$ cat config.mk
export PLATFORM = sky130hd
export DESIGN_NAME = pe_ctx_seq
export DESIGN_NICKNAME = d
export VERILOG_FILES = /design/src/rtl/pe_cfg_pkg.sv /design/src/rtl/pe_ctx_mem.sv /design/src/rtl/pe_ctx_seq.sv
export SDC_FILE = /design/constraint.sdc
export NUM_CORES = 1
export LEC_CHECK = 0
export ABC_CLOCK_PERIOD_IN_PS = 5750
export BUFFER_PORTS_ARGS = -buffer_cell sky130_fd_sc_hd__buf_2
export CORE_MARGIN = 2
export CORE_UTILIZATION = 40
export CTS_CLUSTER_DIAMETER = 50
export DETAILED_ROUTE_END_ITERATION = 6
export GPL_TIMING_DRIVEN = 0
export PLACE_DENSITY = 0.69
export SLEW_MARGIN = 25
export SYNTH_ARGS = -nofsm -noshare
export SYNTH_HDL_FRONTEND = slang
export SYNTH_HIERARCHICAL = 1
export SYNTH_SLANG_ARGS = --single-unit
$ cat constraint.sdc
create_clock -name clk -period 5.75 [get_ports clk]
set_input_delay 0.2875 -clock clk [delete_from_list [all_inputs] [get_ports clk]]
set_output_delay 0.2875 -clock clk [all_outputs]
set_load 0.05 [all_outputs]
$ cat src/rtl/pe_cfg_pkg.sv
// Shared PE configuration widths, the NOP context word and sequencer state encoding.
package pe_cfg_pkg;

    localparam int unsigned CONFIG_CMAC   = 16;
    localparam int unsigned CONFIG_CORDIC = 8;
    localparam int unsigned CONFIG_LOGI   = 9;
    localparam int unsigned CONFIG_DMEM   = 31;
    localparam int unsigned CONFIG_ALL    = CONFIG_CMAC + CONFIG_CORDIC + CONFIG_LOGI + CONFIG_DMEM;

    // Field layout of one context word, cmac in the top bits.
    typedef struct packed {
        logic [CONFIG_CMAC-1:0]   cmac;
        logic [CONFIG_CORDIC-1:0] cordic;
        logic [CONFIG_LOGI-1:0]   logi;
        logic [CONFIG_DMEM-1:0]   dmem;
    } pe_config_t;

    localparam pe_config_t CONFIG_NOP = '0;

    typedef enum logic [1:0] {
        IDLE = 2'd0,
        RUN  = 2'd1,
        DONE = 2'd2
    } ctx_state_e;

endpackage

$ cat src/rtl/pe_ctx_mem.sv
// Context register file: one synchronous write port, one combinational read port.
// Optional per-entry even-parity bit when PE_CTX_PARITY_EN is defined.
module pe_ctx_mem
    import pe_cfg_pkg::*;
#(
    parameter int unsigned DEPTH = 16
) (
    input  logic                     clk,
    input  logic                     wr_en_i,
    input  logic [$clog2(DEPTH)-1:0] wr_addr_i,
    input  logic [CONFIG_ALL-1:0]    wr_data_i,
    input  logic [$clog2(DEPTH)-1:0] rd_addr_i,
`ifdef PE_CTX_PARITY_EN
    output logic                     rd_par_ok_c_o,
`endif
    output logic [CONFIG_ALL-1:0]    rd_data_c_o
);

    logic [CONFIG_ALL-1:0] mem_q [DEPTH];

    // Storage is intentionally not reset; entries are undefined until written.
    always_ff @(posedge clk) begin
        if (wr_en_i) begin
            mem_q[wr_addr_i] <= wr_data_i;
        end
    end

    assign rd_data_c_o = mem_q[rd_addr_i];

`ifdef PE_CTX_PARITY_EN
    logic [DEPTH-1:0] par_q;

    always_ff @(posedge clk) begin
        if (wr_en_i) begin
            par_q[wr_addr_i] <= ^wr_data_i;
        end
    end

    assign rd_par_ok_c_o = ((^rd_data_c_o) == par_q[rd_addr_i]);
`endif

endmodule

$ cat src/rtl/pe_ctx_seq.sv
// Context sequencer driving the PE config_all bus from a small context memory.
// Optional parity protection of context entries: define PE_CTX_PARITY_EN.
module pe_ctx_seq
    import pe_cfg_pkg::*;
#(
    parameter int unsigned CTX_DEPTH = 16,
    parameter int unsigned LOOP_W    = 8
) (
    input  logic                         clk,
    input  logic                         rst,
    input  logic                         cfg_wr_en,
    input  logic [$clog2(CTX_DEPTH)-1:0] cfg_wr_addr,
    input  logic [CONFIG_ALL-1:0]        cfg_wr_data,
    input  logic                         start,
    input  logic [$clog2(CTX_DEPTH)-1:0] ctx_last,
    input  logic [LOOP_W-1:0]            loop_cnt,
    input  logic                         halt,
    output logic [CONFIG_ALL-1:0]        config_all,
    output logic                         busy,
    output logic                         done,
`ifdef PE_CTX_PARITY_EN
    output logic                         parity_err,
`endif
    output logic                         cfg_err
);

    localparam int unsigned AW = $clog2(CTX_DEPTH);

    ctx_state_e        state_q, state_d;
    logic [AW-1:0]     pc_q, pc_d;
    logic [AW-1:0]     last_q, last_d;
    logic [LOOP_W-1:0] rem_q, rem_d;
    pe_config_t        cfg_q, cfg_d;
    logic              busy_q, busy_d;
    logic              done_q, done_d;
    logic              cfg_err_q, cfg_err_d;

    logic                  mem_we_c;
    logic [CONFIG_ALL-1:0] rd_data_c;
    logic                  issue_ok_c;

    pe_ctx_mem #(
        .DEPTH (CTX_DEPTH)
    ) u_mem (
        .clk           (clk),
        .wr_en_i       (mem_we_c),
        .wr_addr_i     (cfg_wr_addr),
        .wr_data_i     (cfg_wr_data),
        .rd_addr_i     (pc_q),
`ifdef PE_CTX_PARITY_EN
        .rd_par_ok_c_o (issue_ok_c),
`endif
        .rd_data_c_o   (rd_data_c)
    );

`ifndef PE_CTX_PARITY_EN
    assign issue_ok_c = 1'b1;
`endif

    // Writes are only committed while IDLE; anything else is a host error.
    assign mem_we_c = cfg_wr_en && (state_q == IDLE);

    always_comb begin
        state_d   = state_q;
        pc_d      = pc_q;
        last_d    = last_q;
        rem_d     = rem_q;
        cfg_d     = CONFIG_NOP;
        busy_d    = 1'b0;
        done_d    = 1'b0;
        cfg_err_d = cfg_err_q | (cfg_wr_en && (state_q != IDLE));

        unique case (state_q)
            IDLE: begin
                if (start) begin
                    last_d  = ctx_last;
                    rem_d   = loop_cnt;
                    pc_d    = '0;
                    state_d = RUN;
                end
            end
            RUN: begin
                busy_d = 1'b1;
                // halt leaves cfg_d at NOP and freezes pc/rem for a bubble cycle
                if (!halt) begin
                    if (!issue_ok_c) begin
                        busy_d  = 1'b0;
                        state_d = IDLE;
                    end else begin
                        cfg_d = pe_config_t'(rd_data_c);
                        if (pc_q == last_q) begin
                            if (rem_q == '0) begin
                                state_d = DONE;
                            end else begin
                                pc_d  = '0;
                                rem_d = rem_q - LOOP_W'(1);
                            end
                        end else begin
                            pc_d = pc_q + AW'(1);
                        end
                    end
                end
            end
            DONE: begin
                done_d  = 1'b1;
                state_d = IDLE;
            end
            default: state_d = IDLE;
        endcase
    end

    always_ff @(posedge clk or posedge rst) begin
        if (rst) begin
            state_q   <= IDLE;
            pc_q      <= '0;
            last_q    <= '0;
            rem_q     <= '0;
            cfg_q     <= CONFIG_NOP;
            busy_q    <= 1'b0;
            done_q    <= 1'b0;
            cfg_err_q <= 1'b0;
        end else begin
            state_q   <= state_d;
            pc_q      <= pc_d;
            last_q    <= last_d;
            rem_q     <= rem_d;
            cfg_q     <= cfg_d;
            busy_q    <= busy_d;
            done_q    <= done_d;
            cfg_err_q <= cfg_err_d;
        end
    end

`ifdef PE_CTX_PARITY_EN
    logic parity_err_q;

    always_ff @(posedge clk or posedge rst) begin
        if (rst) begin
            parity_err_q <= 1'b0;
        end else if ((state_q == RUN) && !halt && !issue_ok_c) begin
            parity_err_q <= 1'b1;
        end
    end

    assign parity_err = parity_err_q;
`endif

    assign config_all = cfg_q;
    assign busy       = busy_q;
    assign done       = done_q;
    assign cfg_err    = cfg_err_q;

endmodule

==> results.md <==
* Max-slew headroom at about 32%
* Slowest stage cell, crit path: nor3_4
* Cells after synthesis at approximately 1.8k
* Nets at 2345
* GP Congestion at 0.747
* Outcome: finished clean
* I/O Pins at between 150 and 200
* Drt via density at 5.52
* Area Growth Syn to Fin at 20.8%
* Max Freq at a little under 300 MHz
* DRT antenna net count at 0
* Share of cells above drive strength 1 at 30.2%
* CTS root buf: clkbuf_16
* Placement Rows at 118
* Clock latency on the worst-skew pair at 690 ps
* DRT Pass-1 Iters at 5
* Drt total wl at 98300 µm
* Num CTS Buffers at between 100 and 150
* Die H at 326 µm
* Static Leak at between 0.015 and 0.02 µW
* GRT Resource Usage Total at 18.4%
* Global-route wire length before repair at 144000 µm
* Required time of the worst setup path at just over 6000 ps
* Hold Fails Final Rpt at 0
* CTS tree: done
* Core footprint at 103000 µm²
* Syn nets at 1929
* CTS max path bufs at 3
* R2R Setup Slk at 2350 ps
* Syn avg cell area at 22.5 µm²
* HP Class: input port to asynchronous set/reset pin
* Synth Flop Type: edfxtp_1
* Port buffer count at roughly 150
* Setup CP Type: register to register
* HPWL after detailed placement at 62800 µm
* Ys async rst share at 7.66%
* Fin. max-slew vios at 0
* Synth Warn # at 6
* Peak VDD IR at between 200 and 300 µV
* Antenna violations before repair at 9
* RSZ-0062 raised after global routing: no
* Die area at 106000 µm²
* Wire length per cell at 26.4 µm
* Final min period at 3400 ps
* Via total after detailed routing at about 21k
* CP Data Arrival Time at 3760 ps
* Crit-path cells: nor2_1, and2_1, nand3b_1, nor3_4, buf_6, buf_6, buf_6, buf_8, buf_6
* Critical path startpoint category: register
* CP max stage delay at 500 ps
* Critical path peak fanout at 12
* TritonCTS Sinks at roughly 1.1k
* Final setup fails at 0
* H-Tree Depth at 3
* Initial core utilization at 40.2%
* CP dominant cell by count: buf_6
* Vias in the first global route at 21.6k
* Synthesized area at 41500 µm²
* Seq cells post-synth at 1109
* CTS clk-pin slew, worst paths at 60 ps
* Period utilization at 59.1%
* Final core occ at 48.6%
* Grt total ovfl at 0
* Final total power at 21800 µW
* Largest net degree at the start of global routing at 56
* Pwr per Cell Area at 434 nW/µm²
* Worst Setup End Kind: register
* Drt drc at 0
* Post-synth EDFFs at between 1k and 1.5k
* Filler cells at about 8.0k
* Final clock skew at roughly 35 ps
* Post-synthesis cell type count at 40
* Slew @ Worst Pin at 1010 ps
* Seq/Total Area, Yosys at 79.2%
* Die W at 326 µm
* Hold Slack at 141 ps
* Max Cap Viol at 0
* Iteration-0 DRC Markers at 2287
placed cells by master, fill, tap and decap left out, types with 5 or more instances in the layout:
cell,n
buf_12,10
o21ai_0,7
edfxtp_1,1024
buf_6,32
bufinv_16,8
nor2_1,7
and2_1,66
a22oi_1,129
inv_6,6
buf_1,13
nor3_1,5
buf_4,6
nand2_1,79
dfrtp_1,85
buf_16,40
nand2b_1,6
mux4_2,256
dlygate4sd3_1,80
nand3_1,11
clkinv_2,18
buf_2,164
clkinv_1,20
o22ai_1,5
buf_8,6
nor2_4,13
a21oi_1,12
clkbuf_1,65
clkbuf_16,115
registers in the layout (all words and copies together) (netlist names):
register,count
rem_q,8
busy,1
done,1
pc_q,4
cfg_err,1
last_q,4
state_q,2
u_mem/mem_q,1024
config_all,64
per-layer routing:
| layer | vias up | track usage, % | wire [µm] |
|---|---|---|---|
| met4 | 10 | 5.03 | 2030 |
| li1 | 8569 | - | - |
| met2 | 932 | 30.9 | 49400 |
| met3 | 159 | 4.01 | 8330 |
| met5 | - | 0 | 65 |
| met1 | 10935 | 24.4 | 38500 |
worst paths after layout:
kind | depth (start not counted) | start | end
min in group clk | 2 | cfg_wr_addr[1] | u_mem/mem_q[8][62]
min reg2reg | 1 | cfg_err | cfg_err
max | 9 | state_q[0] | u_mem/mem_q[4][27]
max reg2reg | 9 | state_q[0] | u_mem/mem_q[4][27]
max in group asynchronous | 4 | rst | config_all[26]
min | 3 | rst | config_all[61]
cells in the mapped netlist (all sizes together) (2+ instances only):
library cell / number / area, µm²
ha: 3 / 37.5
dfrtp: 85 / 2130
o21ai: 10 / 61.3
mux4: 256 / 5770
xor2: 4 / 35.0
nor3: 9 / 45.0
nand3: 11 / 55.1
nor2b: 3 / 18.8
nand2b: 6 / 37.5
nand4: 2 / 12.5
clkbuf: 47 / 176
a22oi: 129 / 968
o22ai: 5 / 31.3
nand2: 79 / 297
inv: 5 / 18.8
edfxtp: 1024 / 30700
a21oi: 13 / 68.8
buf: 46 / 317
and2: 66 / 413
nor4: 2 / 27.5
mux2: 4 / 45.0
nand3b: 2 / 15.0
nor2: 21 / 81.3
through the flow:
| step | setup WS (ps) | area, µm² | TNS, ps | std cells |
|---|---|---|---|---|
| global route | 2210 | 50100 | 0 | 3729 |
| CTS | 2370 | 50100 | 0 | 3727 |
| global placement | -2020 | 44000 | -1679390 | 3372 |
| detailed placement | 2420 | 45700 | 0 | 3446 |
| floorplan | 1270 | 41500 | 0 | 1841 |
| finish | 2350 | 50100 | 0 | 3731 |
cell families (layout without fill, tap and decap cells):
logic type	Yosys count	count (layout)	share of synthesized area [%]
AOI/OAI and AO/OA	162	162	2.83
xor gates and xnor gates	4	4	0.0844
adders and majority gates	3	3	0.0905
buffers and inverters	99	605	1.24
DFF	1109	1109	79.2
muxes	260	260	14.0
other	0	4	0
and+or+nand+nor	204	204	2.50
cell type report:
class / instances / area [µm²] / share of cell area, %
flip-flops and latches: 1109 / 32900 / 65.6
multi-input cells: 633 / 8240 / 16.4
repair buffers: 305 / 3150 / 6.28
clock buffers: 137 / 3000 / 5.99
well taps: 1380 / 1730 / 3.44
clock inverters: 64 / 608 / 1.21
plain buffers: 93 / 493 / 0.983
inverters: 6 / 27.5 / 0.0549
diodes: 4 / 10.0 / 0.0200
critical path: cells and delay by family, from the launching register on:
kind	cells	cell delay, ps
flops	1	460
buf+inv	5	1100
simple gates	4	1470
power breakdown:
group | internal (µW) | switching (µW) | total (µW)
registers | 9050 | 133 | 9180
clock network | 4080 | 3010 | 7090
logic | 2130 | 3360 | 5490
repair_timing:
item | 4_1_cts | 5_1_grt
resized for setup | 0 | 0
hold endpoints to repair | 1112 | 0
hold buffers | 80 | 0
buffers inserted | 0 | 0
No activity file was read; power rests on OpenSTA's default activity.
